[config.mk]
export PLATFORM = sky130hd
export DESIGN_NAME = pll_lock_sequencer
export DESIGN_NICKNAME = d
export VERILOG_FILES = /design/src/rtl/pll_lock_sequencer.sv
export SDC_FILE = /design/constraint.sdc
export NUM_CORES = 1
export LEC_CHECK = 0
export CORE_MARGIN = 10
export CORE_UTILIZATION = 62
export DETAILED_ROUTE_END_ITERATION = 8
export DONT_BUFFER_PORTS = 1
export PLACE_DENSITY = 0.8
export SYNTH_ARGS = -nofsm -noshare
export SYNTH_HDL_FRONTEND = slang
export SYNTH_SLANG_ARGS = --single-unit
[constraint.sdc]
create_clock -name refclk -period 2.2 [get_ports refclk]
set_input_delay 0.55 -clock refclk [delete_from_list [all_inputs] [get_ports refclk]]
set_output_delay 0.55 -clock refclk [all_outputs]
set_load 0.005 [all_outputs]
[src/rtl/pll_lock_sequencer.sv]
// PLL supervisor: synchronises pll_locked, pulses pll_rst, and holds core_reset
// until lock has been continuously stable; re-resets the PLL on lock loss or timeout.
module pll_lock_sequencer #(
  parameter int SYNC_STAGES        = 2,
  parameter int PLL_RST_CYCLES     = 16,
  parameter int LOCK_STABLE_CYCLES = 74250,
  parameter int RELOCK_TIMEOUT     = 742500
) (
  input  logic       refclk,
  input  logic       rst,
  input  logic       pll_locked,
  output logic       pll_rst,
  output logic       core_reset,
  output logic       ready,
  output logic [7:0] relock_count,
  output logic       timeout_err
);

  localparam logic [1:0] ST_PLL_RESET = 2'd0;
  localparam logic [1:0] ST_WAIT_LOCK = 2'd1;
  localparam logic [1:0] ST_STABILIZE = 2'd2;
  localparam logic [1:0] ST_RUN       = 2'd3;

  localparam int RST_W = $clog2(PLL_RST_CYCLES) + 1;
  localparam int STB_W = $clog2(LOCK_STABLE_CYCLES) + 1;
  localparam int TO_W  = $clog2(RELOCK_TIMEOUT) + 1;

  localparam logic [RST_W-1:0] RST_LAST = RST_W'(PLL_RST_CYCLES - 1);
  localparam logic [STB_W-1:0] STB_LAST = STB_W'(LOCK_STABLE_CYCLES - 1);
  localparam logic [TO_W-1:0]  TO_LAST  = TO_W'(RELOCK_TIMEOUT - 1);

  logic [SYNC_STAGES-1:0] sync_q, sync_d;
  logic                   locked_s;
  logic [1:0]             state_q, state_d;
  logic [RST_W-1:0]       rst_cnt_q, rst_cnt_d;
  logic [STB_W-1:0]       stb_cnt_q, stb_cnt_d;
  logic [TO_W-1:0]        to_cnt_q, to_cnt_d;
  logic                   lost_q, lost_d;
  logic [7:0]             relock_q, relock_d;
  logic                   to_err_q, to_err_d;
  logic                   pll_rst_q, pll_rst_d;
  logic                   core_reset_q, core_reset_d;
  logic                   ready_q, ready_d;

  assign sync_d   = {sync_q[SYNC_STAGES-2:0], pll_locked};
  assign locked_s = sync_q[SYNC_STAGES-1];

  // Counters default to zero, so any state change clears them; they only
  // advance while the FSM stays put, and each exits at its last value.
  always_comb begin
    state_d   = state_q;
    rst_cnt_d = '0;
    stb_cnt_d = '0;
    to_cnt_d  = '0;
    lost_d    = 1'b0;
    relock_d  = relock_q;
    to_err_d  = to_err_q;
    case (state_q)
      ST_PLL_RESET: begin
        if (rst_cnt_q == RST_LAST) state_d = ST_WAIT_LOCK;
        else                       rst_cnt_d = rst_cnt_q + 1'b1;
      end
      ST_WAIT_LOCK: begin
        if (locked_s) begin
          state_d = ST_STABILIZE;
        end else if (to_cnt_q == TO_LAST) begin
          to_err_d = 1'b1;
          state_d  = ST_PLL_RESET;
        end else begin
          to_cnt_d = to_cnt_q + 1'b1;
        end
      end
      ST_STABILIZE: begin
        if (!locked_s)                  state_d = ST_WAIT_LOCK;
        else if (stb_cnt_q == STB_LAST) state_d = ST_RUN;
        else                            stb_cnt_d = stb_cnt_q + 1'b1;
      end
      ST_RUN: begin
        // Loss is latched for one edge before acting, giving a fixed
        // SYNC_STAGES+1 edge detection latency from the raw input.
        if (lost_q) begin
          state_d = ST_PLL_RESET;
          if (relock_q != 8'hFF) relock_d = relock_q + 8'd1;
        end else begin
          lost_d = ~locked_s;
        end
      end
      default: state_d = ST_PLL_RESET;
    endcase
    pll_rst_d    = (state_d == ST_PLL_RESET);
    core_reset_d = (state_d != ST_RUN);
    ready_d      = (state_d == ST_RUN);
  end

  always_ff @(posedge refclk) begin
    if (rst) begin
      sync_q       <= '0;
      state_q      <= ST_PLL_RESET;
      rst_cnt_q    <= '0;
      stb_cnt_q    <= '0;
      to_cnt_q     <= '0;
      lost_q       <= 1'b0;
      relock_q     <= 8'd0;
      to_err_q     <= 1'b0;
      pll_rst_q    <= 1'b1;
      core_reset_q <= 1'b1;
      ready_q      <= 1'b0;
    end else begin
      sync_q       <= sync_d;
      state_q      <= state_d;
      rst_cnt_q    <= rst_cnt_d;
      stb_cnt_q    <= stb_cnt_d;
      to_cnt_q     <= to_cnt_d;
      lost_q       <= lost_d;
      relock_q     <= relock_d;
      to_err_q     <= to_err_d;
      pll_rst_q    <= pll_rst_d;
      core_reset_q <= core_reset_d;
      ready_q      <= ready_d;
    end
  end

  assign pll_rst      = pll_rst_q;
  assign core_reset   = core_reset_q;
  assign ready        = ready_q;
  assign relock_count = relock_q;
  assign timeout_err  = to_err_q;

endmodule

# [After elaboration in Yosys (flattened, before gate mapping)]
# Cells that the tools add are included.
[classes] n_addsub=4 reduce_logical=8 muxes=7 bitwise=5 n_eq_ne=9
[ops] operator="21-bit by 1-bit adder with 21-bit output (second input constant)" count=1
[ops] operator="21-bit by 20-bit == test with 1-bit output (second input constant)" count=1
[ops] operator="18-bit by 1-bit adder with 18-bit output (second input constant)" count=1
[ops] operator="18-bit by 17-bit == test with 1-bit output (second input constant)" count=1
[ops] operator="2-bit two-way mux" count=6
[ops] operator="8-bit by 1-bit adder with 8-bit output (second input constant)" count=1
[ops] operator="8-bit inequality test (second input constant)" count=1
[ops] operator="2-bit one-hot mux with 4 select lines" count=1
[ops] operator="4-bit OR reduction" count=2
[ops] operator="2-bit == test (second input constant)" count=3
[ops] operator="3-bit AND reduction" count=2
[ops] operator="3-bit OR reduction" count=2
[ops] operator="5-bit by 1-bit adder with 5-bit output (second input constant)" count=1
[ops] operator="5-bit by 4-bit == test with 1-bit output (second input constant)" count=1
[ops] operator="1-bit inverter" count=5
[ops] operator="2-bit zero test" count=2
[ops] operator="2-bit by 1-bit == test with 1-bit output (second input constant)" count=1
[ops] operator="2-bit inequality test (second input constant)" count=1
[totals] out_inout_bits=12 word_cells=44 in_bits=3 ff_bits=61

# [Depth between registers and ports, before layout]
[logic_depth] depth_word=5 ltp_mapped=9 mapped_depth_nobuf=7

# [Worst setup path after synthesis]
# Ideal clock, no wire load.
[synth_path] path_type="reg-to-reg" startpoint="register to_cnt_q[0]" endpoint="register to_cnt_q[12]" n_path_buf=1 slack_ns=0.348 t_arrival_ns=1.737 stages_incl_launch_ff=7 period_less_slack_ns=1.852 t_required_ns=2.085 setup_ns=0.115 cell_sequence="dfxtp_1 -> ha_1 -> or4b_2 -> nor3_2 -> or4_4 -> buf_6 -> nor2_1"
[synth_via] elab_chain_len=2 elab_cells_between_ends=3 classes_between="add/sub (1); eq/ne (1); reduce/logical (1)"
[synth_lines] element="start, declared" line_no="37" rtl="logic [TO_W-1:0] to_cnt_q, to_cnt_d;"
[synth_lines] element="start signal, assigned" line_no="113" rtl="to_cnt_q <= to_cnt_d;"
[synth_lines] element="branches (longest 2 deep; another with 21-bit by 1-bit adder with 21-bit output)"
# Parallel ways; which one is timed is not known.
# A chain may end at the register's enable or synchronous reset.

# [Final worst setup path]
[layout_path] startpoint="register to_cnt_q[0]" endpoint="register to_cnt_q[16]"
# Same word-level chain as after synthesis.

==> flow_summary.json <==
{
  "outcome": "finished clean",
  "ys_ff_latch": 61,
  "cts_setup_buffers": 0,
  "grt_pass1_wl_um": 8050,
  "dr.pass1.iters": 4,
  "dp_cells": 339,
  "route.detailed.drc": 0,
  "reg2regPathDepth": 5,
  "setup_viol": 0,
  "vias": 1924,
  "syn_area_per_cell_um2": 8.98,
  "synth.distinct_cells": 39,
  "yosysTopAreaCell": "dfxtp_1",
  "io_pins": 15,
  "drive_gt1_frac": 0.0820,
  "coreArea_um2": 4060,
  "grt.total_usage": 0.134,
  "h-tree-depth": 3,
  "synthTopCellsByArea": "dfxtp_1 46%, xor2_1 11%, nor2_1 8.9%, nand2_1 3.7%, nand3_1 3.4%",
  "synthArstFlopShare": 0,
  "syn-num-nets": 304,
  "seq_area_frac_synth": 0.461,
  "initial_core_util": 0.653,
  "final.fill_count": 295,
  "cts_hold_buf": 0,
  "synth_ff_type": "dfxtp_1",
  "cp_slowest_stage_delay_ns": 0.66,
  "hold_depth": 1,
  "maxCapViolCount": 0,
  "rows": 23,
  "worstSkewPairLatency_ns": 0.34,
  "crit_buf_inv": 0,
  "antenna_found_initial": 0,
  "cts_tree": "built",
  "slew_headroom": 0.654,
  "cts.sinks": 61,
  "grt_overflow": 0,
  "synthTopCellsByCount": "63 x nor2_1, 61 x dfxtp_1, 32 x xor2_1",
  "hold_viol": 0,
  "finalCriticalPeriod_ns": 1.99,
  "hp-class": "in2reg",
  "path_cells": "ha_1 -> or4b_2 -> nor3_2 -> or4_4 -> nor2_1",
  "die_w_um": 85.4,
  "netlist.area_leader.share": 0.461,
  "grt_max_degree": 22,
  "ys_warn_count": 0,
  "cts_buffers": 9,
  "whs_ns": 0.275,
  "die_area_um2": 7290,
  "critPathArrivalTime_ns": 2.21,
  "vias_per_cell": 5.42,
  "critPathTopFamily": "simple AND/OR/NAND/NOR gates",
  "worst_pin_slew_ns": 0.514,
  "fin_cells": 355,
  "routed_wirelength_um": 4540,
  "diodes": 0,
  "drt-initial-drc-count": 83,
  "cts_resized": 0,
  "clkSlewWorstSetupHoldPaths_ns": 0.07,
  "detail-route-antenna-nets": 0,
  "clk_path_buf_depth": 2,
  "critPathCaptureType": "register",
  "rsz0062_at_grt": "false",
  "root_buffer": "clkbuf_8",
  "peakVddDrop_mv": 0.446,
  "crit_type": "reg2reg",
  "cpMaxStageDelayCell": "or4b_2",
  "yosysMostFrequentCell": "nor2_1",
  "dpl_worst_slack_ns": 0.196,
  "crit_fanout": 21,
  "critPathLaunchType": "register",
  "avgRoutedWirePerCell_um": 12.8,
  "synth-edff-count": 0,
  "syn_area_um2": 2650,
  "multi_input_area_um2": 1360,
  "required_ns": 2.42,
  "layout_setup_ws_ns": 0.207,
  "final_max_slew_viol_count": 0,
  "place_congestion": 0.774,
  "finalNetCount": 309,
  "area_growth_pct": 9.54,
  "crit_cells": 5,
  "fmax_ghz": 0.502,
  "ff_latch_area_um2": 1220,
  "io_buffers": 0,
  "fin_tns_setup_ns": 0,
  "grt_pass1_vias": 1853,
  "die_h_um": 85.4,
  "hpwl_um": 3050,
  "fin_crit_sh": 0.906,
  "p_leak_nw": 0.992,
  "finalPower_mw": 2.24,
  "power_density_nw_per_um2": 772,
  "syn_inst": 295,
  "finClkSkew_ns": 0.00654
}
cells by family (layout without fill, tap and decap cells):
kind of cell	after synthesis	count (layout)	synth area share
buf+inv	13	23	0.0260
xor+xnor	42	42	0.139
fa+ha+maj	6	6	0.0283
compound gates	13	13	0.0345
flops	61	61	0.461
mux	2	2	0.00755
simple gates	158	158	0.304
per-stage QoR:
step,utilization,cell area (um^2)
after global routing,0.715,2900
final,0.715,2900
after floorplan,-,2650
after global placement,0.660,2680
after CTS,0.715,2900
after detailed placement,0.660,2680
worst register-to-register path: stages, from the launching register on:
cell and delay, ns:
dfxtp_1 0.37, ha_1 0.23, or4b_2 0.66, nor3_2 0.24, or4_4 0.29, nor2_1 0.09
layout make-up:
type                    count  area share
repair buffers              2     0.00517
well taps                  50      0.0216
inverters                   5     0.00647
flip-flops and latches     61       0.421
multi-input cells         221       0.469
clock inverters             4      0.0241
clock buffers              12      0.0534
routing by layer:
metal,share of wire,track usage,vias to the layer above
met5,0,0,-
met4,0.019,0.0763,0
met3,0.057,0.0574,8
met2,0.46,0.211,27
met1,0.47,0.149,885
li1,-,-,1004
state kept, by name (all words and copies together) (netlist names):
register / cells
core_reset: 1
lost_q: 1
pll_rst: 1
ready: 1
relock_count: 8
rst_cnt_q: 5
state_q: 2
stb_cnt_q: 18
sync_q: 2
timeout_err: 1
to_cnt_q: 21
power breakdown:
part / internal (mW) / switching (mW) / leakage [nW]
clock: 0.696 / 0.414 / 0.116
sequential: 1.11 / 0.00451 / 0.492
combinational: 0.00712 / 0.00648 / 0.383
total: 1.81 / 0.425 / 0.992
worst paths after layout:
| kind | from | to | slack, ns |
|---|---|---|---|
| setup / recovery | to_cnt_q[0] | to_cnt_q[16] | 0.21 |
| hold / removal | rst | state_q[1] | 0.27 |
| setup reg to reg | to_cnt_q[0] | to_cnt_q[16] | 0.21 |
| hold reg to reg | rst_cnt_q[0] | rst_cnt_q[0] | 0.45 |
cells in the final DEF, fill, tap and decap left out, types with 3 or more instances in the layout:
cell type / netlist / routed
and3_1: 4 / 4
nand3_1: 18 / 18
a21oi_1: 3 / 3
nor4_1: 3 / 3
clkbuf_8: 0 / 11
xor2_1: 32 / 32
and4_1: 5 / 5
nand4_1: 10 / 10
inv_1: 5 / 5
xnor2_1: 10 / 10
nand2_1: 26 / 26
nor2b_1: 5 / 5
o21ai_0: 4 / 4
nor3_1: 4 / 4
dfxtp_1: 61 / 61
ha_1: 6 / 6
nor2_1: 63 / 63
nand2b_1: 4 / 4
(Power assumes the default switching activity.)
